$ cat src/rtl/pipeline_ctrl.sv
// Central stall/flush controller: merges per-stage stall requests into a monotonic
// stall bus, accepts EX redirects, and drains a wrong-path fetch after a redirect.
module pipeline_ctrl #(
    parameter int unsigned COUNT_W = 32
) (
    input  logic               clk,
    input  logic               rst,
    input  logic               stallreq_if,
    input  logic               stallreq_id,
    input  logic               stallreq_ex,
    input  logic               stallreq_mem,
    input  logic               branch_flag,
    input  logic [31:0]        branch_target,
    output logic [6:0]         stall,
    output logic               flush,
    output logic               new_pc_valid,
    output logic [31:0]        new_pc,
    output logic               drop_fetch,
    output logic [COUNT_W-1:0] stall_cycles,
    output logic [COUNT_W-1:0] flush_count
);

    localparam int unsigned STALL_W = 7;
    localparam int unsigned ADDR_W  = 32;

    localparam logic [STALL_W-1:0] STALL_MEM  = 7'b0111111;
    localparam logic [STALL_W-1:0] STALL_EX   = 7'b0011111;
    localparam logic [STALL_W-1:0] STALL_ID   = 7'b0001111;
    localparam logic [STALL_W-1:0] STALL_IF   = 7'b0000111;
    localparam logic [STALL_W-1:0] STALL_NONE = 7'b0000000;

    typedef enum logic {
        RUN   = 1'b0,
        DRAIN = 1'b1
    } state_t;

    state_t state;
    state_t state_next;
    logic   accept;

    // Priority encode the requests; deeper stages freeze everything upstream.
    always_comb begin
        stall = STALL_NONE;
        if (rst) begin
            stall = STALL_NONE;
        end else if (stallreq_mem) begin
            stall = STALL_MEM;
        end else if (stallreq_ex) begin
            stall = STALL_EX;
        end else if (stallreq_id) begin
            stall = STALL_ID;
        end else if (stallreq_if) begin
            stall = STALL_IF;
        end
    end

    // EX holds branch_flag while EX/MEM is frozen, so accept exactly once when it frees.
    assign accept = branch_flag && !stall[4] && !rst;

    always_ff @(posedge clk) begin
        if (rst) begin
            state <= RUN;
        end else begin
            state <= state_next;
        end
    end

    always_comb begin
        state_next   = state;
        flush        = 1'b0;
        new_pc_valid = 1'b0;
        new_pc       = ADDR_W'(0);
        drop_fetch   = 1'b0;

        if (accept) begin
            flush        = 1'b1;
            new_pc_valid = 1'b1;
            new_pc       = branch_target;
        end

        unique case (state)
            RUN: begin
                // A redirect racing an in-flight fetch leaves a stale response to discard.
                if (accept && stallreq_if) begin
                    state_next = DRAIN;
                end
            end
            DRAIN: begin
                drop_fetch = !rst;
                if (!stallreq_if) begin
                    state_next = RUN;
                end
            end
            default: begin
                state_next = RUN;
            end
        endcase
    end

    // Free-running performance counters; wrap naturally on overflow.
    always_ff @(posedge clk) begin
        if (rst) begin
            stall_cycles <= COUNT_W'(0);
            flush_count  <= COUNT_W'(0);
        end else begin
            if (stall != STALL_NONE) begin
                stall_cycles <= stall_cycles + COUNT_W'(1);
            end
            if (accept) begin
                flush_count <= flush_count + COUNT_W'(1);
            end
        end
    end

endmodule

$ cat config.mk
export PLATFORM = sky130hd
export DESIGN_NAME = pipeline_ctrl
export DESIGN_NICKNAME = d
export VERILOG_FILES = /design/src/rtl/pipeline_ctrl.sv
export SDC_FILE = /design/constraint.sdc
export NUM_CORES = 1
export LEC_CHECK = 0
export BUFFER_PORTS_ARGS = -buffer_cell sky130_fd_sc_hd__buf_2
export CAP_MARGIN = 20
export CORE_MARGIN = 2
export CORE_UTILIZATION = 52
export DETAILED_ROUTE_END_ITERATION = 16
export GPL_TIMING_DRIVEN = 1
export MAX_ROUTING_LAYER = met4
export PLACE_DENSITY = 0.88
export SKIP_LAST_GASP = 1
export SYNTH_ARGS = -nofsm -noshare
export SYNTH_HDL_FRONTEND = slang
export SYNTH_SLANG_ARGS = --single-unit
export TNS_END_PERCENT = 1
$ cat constraint.sdc
create_clock -name clk -period 5.3 [get_ports clk]
set_clock_uncertainty 0.1 [all_clocks]
set_input_delay 1.06 -clock clk [delete_from_list [all_inputs] [get_ports clk]]
set_output_delay 1.06 -clock clk [all_outputs]
set_load 0.02 [all_outputs]
==> results of run 1 <==
cell usage in the layout, fill, tap and decap left out, types with 11 or more instances in the layout:
master,netlist,final
sky130_fd_sc_hd__buf_2,0,143
sky130_fd_sc_hd__dfxtp_1,65,65
sky130_fd_sc_hd__and2_1,33,33
sky130_fd_sc_hd__a21oi_1,33,33
sky130_fd_sc_hd__nand2_1,30,30
sky130_fd_sc_hd__nor2_1,28,28
sky130_fd_sc_hd__nand3_1,23,23
sky130_fd_sc_hd__or4_1,20,20
sky130_fd_sc_hd__o31ai_1,18,18
sky130_fd_sc_hd__o21ai_0,16,16
sky130_fd_sc_hd__nor4_1,14,14
sky130_fd_sc_hd__or3_1,13,13
sky130_fd_sc_hd__xnor2_1,12,12
sky130_fd_sc_hd__nand4_1,11,11
sequential cells by signal, summed over array words and instances, names as in the netlist:
name,cells
stall_cycles,32
flush_count,32
state,1
synth_stat cells, drive strengths merged:
library cell,instances,share of area
clkbuf,20,0.022
nor2,28,0.031
mux2i,3,0.0089
ha,2,0.0074
or4,21,0.048
and2,33,0.061
inv,8,0.0089
nand3,23,0.034
nand4,11,0.020
o21a,1,0.0022
o31a,1,0.0026
or4b,2,0.0070
buf,8,0.018
o31ai,18,0.040
xor2,5,0.013
o41ai,2,0.0052
a21oi,33,0.049
nor2b,9,0.017
o311ai,2,0.0052
and3b,1,0.0026
conb,1,0.0011
nor3,8,0.012
nor4,14,0.026
o211a,1,0.0030
and3,5,0.0093
or2,1,0.0019
clkinv,1,0.0011
and4,6,0.016
dfxtp,65,0.39
nand2b,1,0.0019
nand2,30,0.033
or3,13,0.024
nand3b,2,0.0044
mux2,7,0.023
o21ai,16,0.024
xnor2,12,0.031
routing by layer:
metal / GRT usage / share of wire / vias to the layer above
li1: - / - / 1751
met5: - / 0 / -
met2: 0.404 / 0.49 / 133
met4: 0.0823 / 0.014 / 0
met3: 0.0442 / 0.064 / 10
met1: 0.284 / 0.43 / 1603
worst min path at each step:
stage,end,depth (start not counted)
floorplan,state,1
global placement,stall_cycles[31],1
detailed placement,stall_cycles[31],1
CTS,stall_cycles[31],1
global route,stall_cycles[31],1
finish,flush_count[20],2
report_power, final:
| group | switching [uW] | total [uW] | internal, uW | leakage [uW] |
|---|---|---|---|---|
| combinational | 38.1 | 61.7 | 23.5 | 0.00121 |
| sequential | 2.77 | 493 | 490 | 0.000524 |
| clock | 189 | 418 | 228 | 0.0000953 |
| total | 230 | 972 | 742 | 0.00182 |
layout make-up:
type                       count  area, um2  area share
tap                           77       96.3      0.0226
timing repair buffer         145        731       0.171
sequential                    65       1300       0.305
inverter                       9       33.8     0.00792
clock buffer                  11        141      0.0331
multi-input combinational    312       1910       0.447
clock inverter                 5       55.1      0.0129
cells by family (layout without fill, tap and decap cells):
family                     after synthesis  after routing
and+or+nand+nor                        208            208
AOI/OAI and AO/OA                       74             74
DFF                                     65             65
buffers and inverters                   37            170
xor gates and xnor gates                17             17
muxes                                   10             10
adders and majority gates                2              2
other                                    1              1
worst max-delay path, delay by kind of cell:
| family | cells | cell delay (ns) |
|---|---|---|
| AND/OR/NAND/NOR | 2 | 0.81 |
| buffers and inverters | 3 | 0.92 |
per-stage QoR:
step,utilization,instances,hold WS [ns],setup slack [ns],instance area [um2]
floorplan,-,414,0.365,1.41,3380
global placement,0.644,608,0.348,1.40,4070
detailed placement,0.644,608,0.361,1.33,4070
CTS,0.676,624,0.389,1.33,4270
global route,0.676,624,0.416,1.18,4270
finish,0.676,624,0.385,1.34,4270
==> results.txt, run 1 <==
----------------------------------------------------
[Outcome]
  Outcome ... complete, no violations

[Critical path]
  R2R setup slack ... roughly 2.7 ns
  Dominant cell type by count on the critical path ... sky130_fd_sc_hd__buf_2
  Worst Setup End Kind ... output pin
  Peak per-stage delay on the critical path ... 0.63 ns
  Highest net fanout along the worst path ... 40
  Startpoint-to-endpoint class of the critical path ... in2out
  Cell-by-cell listing of the critical path ... buf_2 > or4b_4 > inv_1 > and2_1 > buf_2
  Kind of start point of the critical path ... input pin
  End point of the critical path ... new_pc[27]
  Critical path startpoint ... stallreq_mem
  CP max-delay cell ... sky130_fd_sc_hd__inv_1
  Arrival @ worst endpoint ... 2.80 ns
  Data required time at the worst endpoint ... around 4.1 ns
  Cell depth of the worst flop-to-flop path ... 4
  Critical R2R Launch ... stall_cycles[9]
  Terminus of the critical flop-to-flop path ... stall_cycles[28]

[CTS]
  Hold buffer count at cts ... 0
  Clock tree sinks ... 65
  CTS-repair resized insts ... 0
  Clock insertion delay at the later pin of the skew report ... 0.34 ns
  Post-CTS Setup Repair Bufs ... 0
  Maximum clock insertion buffer count ... 2
  Clk Tree Root Cell ... sky130_fd_sc_hd__clkbuf_8
  TritonCTS Buffers ... 9
  Clock tree from TritonCTS ... built
  H-tree depth ... 3
  Reg clk slew, reported paths ... 0.08 ns

[Final layout]
  Total number of nets in the final design ... 583
  Synth-to-layout area growth ... 26.3%
  Layout cell share with drive strength beyond 1 ... 0.311
  Filler instances ... around 540
  Antenna diode count ... 0

[Power and ir drop]
  Worst ir drop on vdd ... 0.199 mV
  Total design power ... just under 1000 uW
  Power density over cell area ... roughly 230 nW/um2
  Static power due to leakage ... 0.00182 uW

[Drt]
  Final wirelength ... 8400 um
  Length of the first detailed-routing pass in iterations ... 4
  Iteration-0 DRC count of the detailed router ... roughly 240
  DRC ... 0
  DRT antenna net count ... 0
  Number of vias per cell ... about 5.6
  Routed wire length per instance ... 13.5 um
  Total via count in the routed design ... 3497

[Timing]
  Final critical delay including setup and external delays ... between 3 and 4 ns
  Headroom to the max-slew limit ... 0.456
  RSZ-0062 raised after global routing ... no
  Final Setup Violations ... 0
  Max Transition Viols Final ... 0
  Fin. Hold Viols ... 0
  Actual transition at the worst max-transition pin ... 0.816 ns
  Maximum operating frequency ... approximately 0.25 GHz
  Post-route fraction of the period consumed by the critical path ... 0.748
  Final total negative setup slack ... 0 ns

[Floorplanning]
  Number of top-level pins ... 145
  Width of the die ... approximately 85 um
  Die Outline Area ... around 7000 um2
  Placeable core area ... 6310 um2
  Starting Density ... 0.535
  Die boundary height ... 84.6 um
  Site row count ... 29

[Global routing]
  Global-route wire length before repair ... 13800 um
  Vias in the first global route ... just over 3000
  Antenna violations before repair ... 0
  Global-route usage over all layers ... 0.239
  Global-route congestion overflow total ... 0
  Maximum number of pins on one net before global-route repair ... 75

[Yosys]
  Average instance area after synthesis ... around 8 um2
  Gate count of the mapped netlist ... 414
  Compound-cell area share of the yosys netlist ... 0.131
  Total nets after synthesis ... 455
  Number of warnings issued by yosys ... 0
  Seq cells post-synth ... 65
  Seq/Total Area, Yosys ... 0.385
  Library cells used by synthesis ... 40
  Post-synthesis cell area ... approximately 3400 um2
  Area share of fa/ha/maj cells after synthesis ... 0.00741
  Mux cell area share after synthesis ... 0.0322
  Dominant combinational cell family by area after synthesis ... simple AND/OR/NAND/NOR gates
  Synthesized-area fraction occupied by xor and xnor cells ... 0.0441
  Simple-gate portion of the synthesized area ... 0.349

[Flow run]
  Max-capacitance violation count ... 0

[Place]
  Routability-driven placement congestion ratio ... 0.847
  Dpl hpwl ... approximately 6000 um
  Port bufs ... 143

[Min path]
  Class of the worst hold path ... reg2reg
  Worst min-delay path startpoint ... flush_count[20]

----------------------------------------------------
Power figures use the tool's default switching activity.
==> inputs of run 2 (changes only) <==
--- a/config.mk
+++ b/config.mk
@@ -8,11 +8,11 @@
 export BUFFER_PORTS_ARGS = -buffer_cell sky130_fd_sc_hd__buf_2
 export CAP_MARGIN = 20
 export CORE_MARGIN = 2
-export CORE_UTILIZATION = 52
+export CORE_UTILIZATION = 48
 export DETAILED_ROUTE_END_ITERATION = 16
 export GPL_TIMING_DRIVEN = 1
 export MAX_ROUTING_LAYER = met4
-export PLACE_DENSITY = 0.88
+export PLACE_DENSITY = 0.83
 export SKIP_LAST_GASP = 1
 export SYNTH_ARGS = -nofsm -noshare
 export SYNTH_HDL_FRONTEND = slang
==> constraint.sdc (replaced) <==
create_clock -name clk -period 3.95 [get_ports clk]
set_clock_uncertainty 0.1 [all_clocks]
set_input_delay 0.79 -clock clk [delete_from_list [all_inputs] [get_ports clk]]
set_output_delay 0.79 -clock clk [all_outputs]
set_load 0.02 [all_outputs]
==> run 2 against run 1 <==
  * Final cell count increased by 3.2%
  * Register-to-register slack got worse by 1.4 ns
  * Global-route usage increased by 0.072 points
  * Power increased by 35%
  * Critical path type unchanged
  * Critical path depth increased by 1
  * Sequential cell count unchanged
  * Critical endpoint is now new_pc[0]
==> results.txt, run 2 (same netlist as run 1, synthesis figures left out) <==
----------------------------------------------------
[Critical path]
  Kind of start point of the critical path ... input pin
  Data required time at the worst endpoint ... 3.06 ns
  Worst Setup End Kind ... output pin
  CP max-delay cell ... sky130_fd_sc_hd__or4b_4
  Startpoint-to-endpoint class of the critical path ... in2out
  Highest net fanout along the worst path ... 40
  Cell-by-cell listing of the critical path ... buf_2 > or4b_4 > inv_1 > buf_4 > and2_1 > buf_2
  Dominant cell type by count on the critical path ... sky130_fd_sc_hd__buf_2
  Kind of cell with the highest combined delay on the critical path ... simple AND/OR/NAND/NOR gates
  Peak per-stage delay on the critical path ... 0.60 ns
  Terminus of the critical flop-to-flop path ... stall_cycles[29]
  Bufs and invs on worst path ... 4
  Arrival @ worst endpoint ... about 2.2 ns
  R2R setup slack ... 1.36 ns
  Cell depth of the worst flop-to-flop path ... 4
  Critical R2R Launch ... stall_cycles[2]

[Drt]
  Length of the first detailed-routing pass in iterations ... 4
  Total via count in the routed design ... 3574
  DRT antenna net count ... 0
  Routed wire length per instance ... 14.1 um
  Final wirelength ... between 9000 and 10000 um
  Iteration-0 DRC count of the detailed router ... 247
  DRC ... 0
  Number of vias per cell ... 5.55

[Timing]
  Fin. Hold Viols ... 0
  Max Transition Viols Final ... 0
  RSZ-0062 raised after global routing ... no
  Final total negative setup slack ... 0 ns
  Final Setup Violations ... 0
  Post-route fraction of the period consumed by the critical path ... 0.793
  Actual transition at the worst max-transition pin ... slightly below 0.8 ns
  Final hold slack ... 0.378 ns
  Headroom to the max-slew limit ... 0.474
  Maximum operating frequency ... around 0.32 GHz
  Final critical delay including setup and external delays ... approximately 3.1 ns

[Power and ir drop]
  Relative contribution of combinational cells to total power ... 0.064
  Cell-internal power ... 996 uW
  Net Sw Power ... 314 uW
  Worst ir drop on vdd ... 0.165 mV
  Static power due to leakage ... 0.00183 uW
  Clock power frac ... 0.431
  Proportion of total power due to net switching ... 0.240
  Power density over cell area ... 305 nW/um2
  Sequential group share of total power ... 0.505

[Floorplanning]
  Width of the die ... 87.9 um
  Site row count ... 30
  Placeable core area ... between 6000 and 7000 um2
  Die boundary height ... 87.9 um
  Die Outline Area ... 7720 um2
  Number of top-level pins ... between 100 and 150
  Starting Density ... 0.497

[CTS]
  Clock tree sinks ... between 60 and 70
  Post-CTS Setup Repair Bufs ... 0
  Hold buffer count at cts ... 0
  Clk Tree Root Cell ... sky130_fd_sc_hd__clkbuf_8
  TritonCTS Buffers ... 9
  Clock tree from TritonCTS ... built
  Maximum clock insertion buffer count ... 2
  Clock insertion delay at the later pin of the skew report ... between 0.3 and 0.4 ns
  H-tree depth ... 3
  CTS-repair resized insts ... 0
  Reg clk slew, reported paths ... about 0.070 ns

[Final layout]
  Commonest non-fill, non-tap cells in the layout ... sky130_fd_sc_hd__buf_2, sky130_fd_sc_hd__dfxtp_1, sky130_fd_sc_hd__and2_1, sky130_fd_sc_hd__a21oi_1, sky130_fd_sc_hd__nand2_1
  Layout cell share with drive strength beyond 1 ... 0.312
  Antenna diode count ... 0
  Largest registers ... flush_count: 32 flops, stall_cycles: 32 flops, state: 1 flops
  Total number of nets in the final design ... 584
  Commonest non-fill, non-tap cell in the layout ... sky130_fd_sc_hd__buf_2
  Synth-to-layout area growth ... 27.2%

[Global routing]
  Global-route usage over all layers ... 0.239
  Vias in the first global route ... about 3100
  Antenna violations before repair ... 0
  Global-route wire length before repair ... approximately 14000 um
  Maximum number of pins on one net before global-route repair ... 75
  Global-route congestion overflow total ... 0

[Min path]
  Worst min-delay path startpoint ... flush_count[31]
  Hold-critical path depth ... 2
  Class of the worst hold path ... reg2reg
  Endpoint of the worst hold-timing path ... flush_count[31]

[Place]
  Port bufs ... 143
  Dpl hpwl ... about 6400 um
  Routability-driven placement congestion ratio ... roughly 0.82

[Flow run]
  Max-capacitance violation count ... 0

[Outcome]
  Outcome ... complete, no violations

----------------------------------------------------
[run 2: power groups by stage]
stage / Sequential, uW / Clock, uW / Combinational (uW)
after floorplan: 679 / 0 / 45.9
after global placement: 676 / 0 / 81.8
after detailed placement: 676 / 0 / 83.3
after CTS: 661 / 576 / 83.8
after global routing: 662 / 607 / 91.1
final: 662 / 565 / 83.7
[run 2: worst max path at each step]
stage | from | end | slack [ns] | depth (start not counted)
6_report | rst | new_pc[0] | 0.82 | 6
5_1_grt | rst | new_pc[30] | 0.72 | 6
4_1_cts | rst | new_pc[0] | 0.82 | 6
3_5_place_dp | rst | flush_count[31] | 0.71 | 5
3_3_place_gp | rst | flush_count[31] | 0.77 | 5
2_1_floorplan | rst | new_pc[24] | 0.60 | 6
[run 2: worst register-to-register path: stages (launching register included)]
cell,delay (ns)
sky130_fd_sc_hd__dfxtp_1,0.45
sky130_fd_sc_hd__nand4_1,0.23
sky130_fd_sc_hd__or4_1,0.83
sky130_fd_sc_hd__nor4_1,0.47
sky130_fd_sc_hd__mux2_2,0.39
[run 2: layout make-up]
class,count,area (um2)
sequential,65,1300
timing repair buffer,146,738
tap,96,120
inverter,9,33.8
clock buffer,11,141
clock inverter,5,55.1
fill,609,2500
multi-input combinational,312,1910
[run 2: stage by stage]
stage / cell area (um2) / power, uW / cells / worst slack (ns) / utilization
final: 4300 / 1310 / 644 / 0.817 / 0.632
after global routing: 4300 / 1360 / 644 / 0.724 / 0.632
after CTS: 4300 / 1320 / 644 / 0.818 / 0.632
after detailed placement: 4100 / 760 / 628 / 0.707 / 0.603
after global placement: 4100 / 758 / 628 / 0.770 / 0.603
after floorplan: 3380 / 725 / 414 / 0.603 / -
[run 2: layer usage]
metal	part of all wire	vias up	routed length [um]	track usage
met5	0	-	0	-
met4	0.021	0	189	0.102
met3	0.062	17	565	0.0471
met2	0.50	142	4560	0.397
met1	0.42	1652	3770	0.282
li1	-	1763	-	-
==> inputs of run 3 (changes only) <==
--- a/config.mk
+++ b/config.mk
@@ -8,11 +8,11 @@
 export BUFFER_PORTS_ARGS = -buffer_cell sky130_fd_sc_hd__buf_2
 export CAP_MARGIN = 20
 export CORE_MARGIN = 2
-export CORE_UTILIZATION = 48
+export CORE_UTILIZATION = 43
 export DETAILED_ROUTE_END_ITERATION = 16
 export GPL_TIMING_DRIVEN = 1
 export MAX_ROUTING_LAYER = met4
-export PLACE_DENSITY = 0.83
+export PLACE_DENSITY = 0.78
 export SKIP_LAST_GASP = 1
 export SYNTH_ARGS = -nofsm -noshare
 export SYNTH_HDL_FRONTEND = slang
==> constraint.sdc (replaced) <==
create_clock -name clk -period 2.5 [get_ports clk]
set_clock_uncertainty 0.1 [all_clocks]
set_input_delay 0.5 -clock clk [delete_from_list [all_inputs] [get_ports clk]]
set_output_delay 0.5 -clock clk [all_outputs]
set_load 0.02 [all_outputs]
==> run 3 against run 2 <==
  * Critical path depth unchanged
  * Worst setup slack lost 0.71 ns
  * Register-to-register slack got worse by 1.2 ns
  * Combinational power is 76% higher
  * Via count grew 0.98%
  * Utilization shrank 3.8 points
  * Worst hold slack lost 0.070 ns
  * Wire length fell by 0.21%
  * Cell area grew 6.3%
  * Sequential share of layout area fell by 1.8 points
  * Final cell count increased by 4.5%
  * Largest power group unchanged
  * Highest routed layer unchanged
==> results.txt, run 3 (same netlist as run 1, synthesis figures left out) <==
----------------------------------------------------
[Outcome]
  Outcome ... complete, no violations

[Timing]
  Final critical delay including setup and external delays ... 2.39 ns
  Actual transition at the worst max-transition pin ... 0.554 ns
  Maximum operating frequency ... 0.418 GHz
  Max Transition Viols Final ... 0
  RSZ-0062 raised after global routing ... yes
  Worst setup margin ... roughly 0.11 ns
  Fin. Hold Viols ... 0
  Post-route fraction of the period consumed by the critical path ... 0.956
  Final Setup Violations ... 0
  Headroom to the max-slew limit ... 0.630
  Final total negative setup slack ... 0 ns

[Place]
  Routability-driven placement congestion ratio ... roughly 0.8
  Dpl hpwl ... between 6000 and 7000 um
  Post-placement setup slack ... -0.195 ns
  Port bufs ... 143

[Power and ir drop]
  Net Sw Power ... around 510 uW
  Static power due to leakage ... roughly 0.0020 uW
  Clock power frac ... 0.434
  Total design power ... 2100 uW
  Relative contribution of combinational cells to total power ... 0.070
  Proportion of total power due to net switching ... 0.244
  Cell-internal power ... 1590 uW
  Sequential group share of total power ... 0.496
  Power density over cell area ... 461 nW/um2
  Worst ir drop on vdd ... between 0.2 and 0.3 mV

[Drt]
  DRT antenna net count ... 0
  DRC ... 0
  Total via count in the routed design ... 3609
  Number of vias per cell ... 5.36
  Iteration-0 DRC count of the detailed router ... 112
  Routed wire length per instance ... 13.5 um
  Length of the first detailed-routing pass in iterations ... 4
  Final wirelength ... around 9000 um

[Final layout]
  Commonest non-fill, non-tap cell in the layout ... sky130_fd_sc_hd__buf_2
  Largest registers ... flush_count: 32 flops, stall_cycles: 32 flops, state: 1 flops
  Filler instances ... 728
  Utilization of the core after routing ... 0.594
  Antenna diode count ... 0
  Total number of nets in the final design ... 607
  Layout cell share with drive strength beyond 1 ... 0.343
  Commonest non-fill, non-tap cells in the layout ... sky130_fd_sc_hd__buf_2, sky130_fd_sc_hd__dfxtp_1, sky130_fd_sc_hd__buf_4, sky130_fd_sc_hd__and2_1, sky130_fd_sc_hd__a21oi_1
  Synth-to-layout area growth ... 35.2%

[Critical path]
  Worst Setup End Kind ... flip-flop
  Startpoint-to-endpoint class of the critical path ... in2reg
  Arrival @ worst endpoint ... 2.56 ns
  R2R setup slack ... 0.21 ns
  Data required time at the worst endpoint ... 2.67 ns
  Highest net fanout along the worst path ... 14
  Kind of start point of the critical path ... input pin

[Floorplanning]
  Site row count ... 32
  Number of top-level pins ... 145
  Placeable core area ... around 7700 um2
  Die Outline Area ... 8580 um2
  Die boundary height ... 92.6 um
  Width of the die ... 92.6 um
  Starting Density ... 0.439

[Global routing]
  Antenna violations before repair ... 0
  Maximum number of pins on one net before global-route repair ... 54
  Global-route wire length before repair ... 14500 um
  Vias in the first global route ... 3250
  Global-route usage over all layers ... 0.213
  Global-route congestion overflow total ... 0

[CTS]
  Reg clk slew, reported paths ... 0.07 ns
  TritonCTS Buffers ... 9
  Maximum clock insertion buffer count ... 2
  Clock insertion delay at the later pin of the skew report ... approximately 0.34 ns
  H-tree depth ... 3
  Hold buffer count at cts ... 0
  Clock tree sinks ... 65
  Clock tree from TritonCTS ... built
  Clk Tree Root Cell ... sky130_fd_sc_hd__clkbuf_8

[Flow run]
  Max-capacitance violation count ... 0

[Min path]
  Class of the worst hold path ... in2reg

----------------------------------------------------
## run 3: cell count changes in the layout (fill, tap and decap cells not counted), sizes merged
cell    delta
clkinv     +1
clkbuf     -1
buf       +23
## run 3: metal layers
metal | wire, um | global-route usage | vias up
met5 | 0 | - | -
met4 | 62 | 0.0711 | 0
met3 | 508 | 0.0472 | 4
met2 | 4480 | 0.356 | 122
met1 | 4010 | 0.255 | 1674
li1 | - | - | 1809
## run 3: cell type report
class	count	area [um2]	area share
repair buffers	169	988	0.216
clock buffers	10	138	0.0301
flip-flops and latches	65	1300	0.285
inverters	9	36.3	0.00795
multi-input cells	312	1910	0.418
well taps	102	128	0.0280
clock inverters	6	67.6	0.0148
## run 3: timing repair
item                                    CTS  global route
cloned                                    1             0
setup buffers                             0             2
pin swaps                                 0             1
resized for setup                        14             2
endpoints found under the setup margin    6            14
## run 3: final timing paths
kind | from | end | depth (start not counted)
setup / recovery | stallreq_ex | flush_count[31] | 6
hold / removal | stallreq_if | state | 2
setup reg to reg | stall_cycles[9] | stall_cycles[24] | 5
hold reg to reg | stall_cycles[31] | stall_cycles[31] | 1
## run 3: critical path: stages
cell                      delay, ns
sky130_fd_sc_hd__buf_2         0.10
sky130_fd_sc_hd__or4b_4        0.60
sky130_fd_sc_hd__or4_1         0.54
sky130_fd_sc_hd__buf_4         0.20
sky130_fd_sc_hd__or4_1         0.47
sky130_fd_sc_hd__a21oi_1       0.15
## run 3: through the flow
step                      instance area [um2]  std cells  hold WS [ns]
after floorplan                          3380        414         0.364
after global placement                   4290        655         0.346
after detailed placement                 4290        655         0.355
after CTS                                4550        671         0.295
after global routing                     4570        673         0.291
final                                    4570        673         0.308
## run 3: power groups by stage
| stage | Combinational, uW | Sequential (uW) | Clock, uW |
|---|---|---|---|
| floorplan | 73.0 | 1070 | 0 |
| global placement | 139 | 1070 | 0 |
| detailed placement | 142 | 1070 | 0 |
| CTS | 147 | 1040 | 934 |
| global route | 160 | 1040 | 977 |
| finish | 147 | 1040 | 913 |
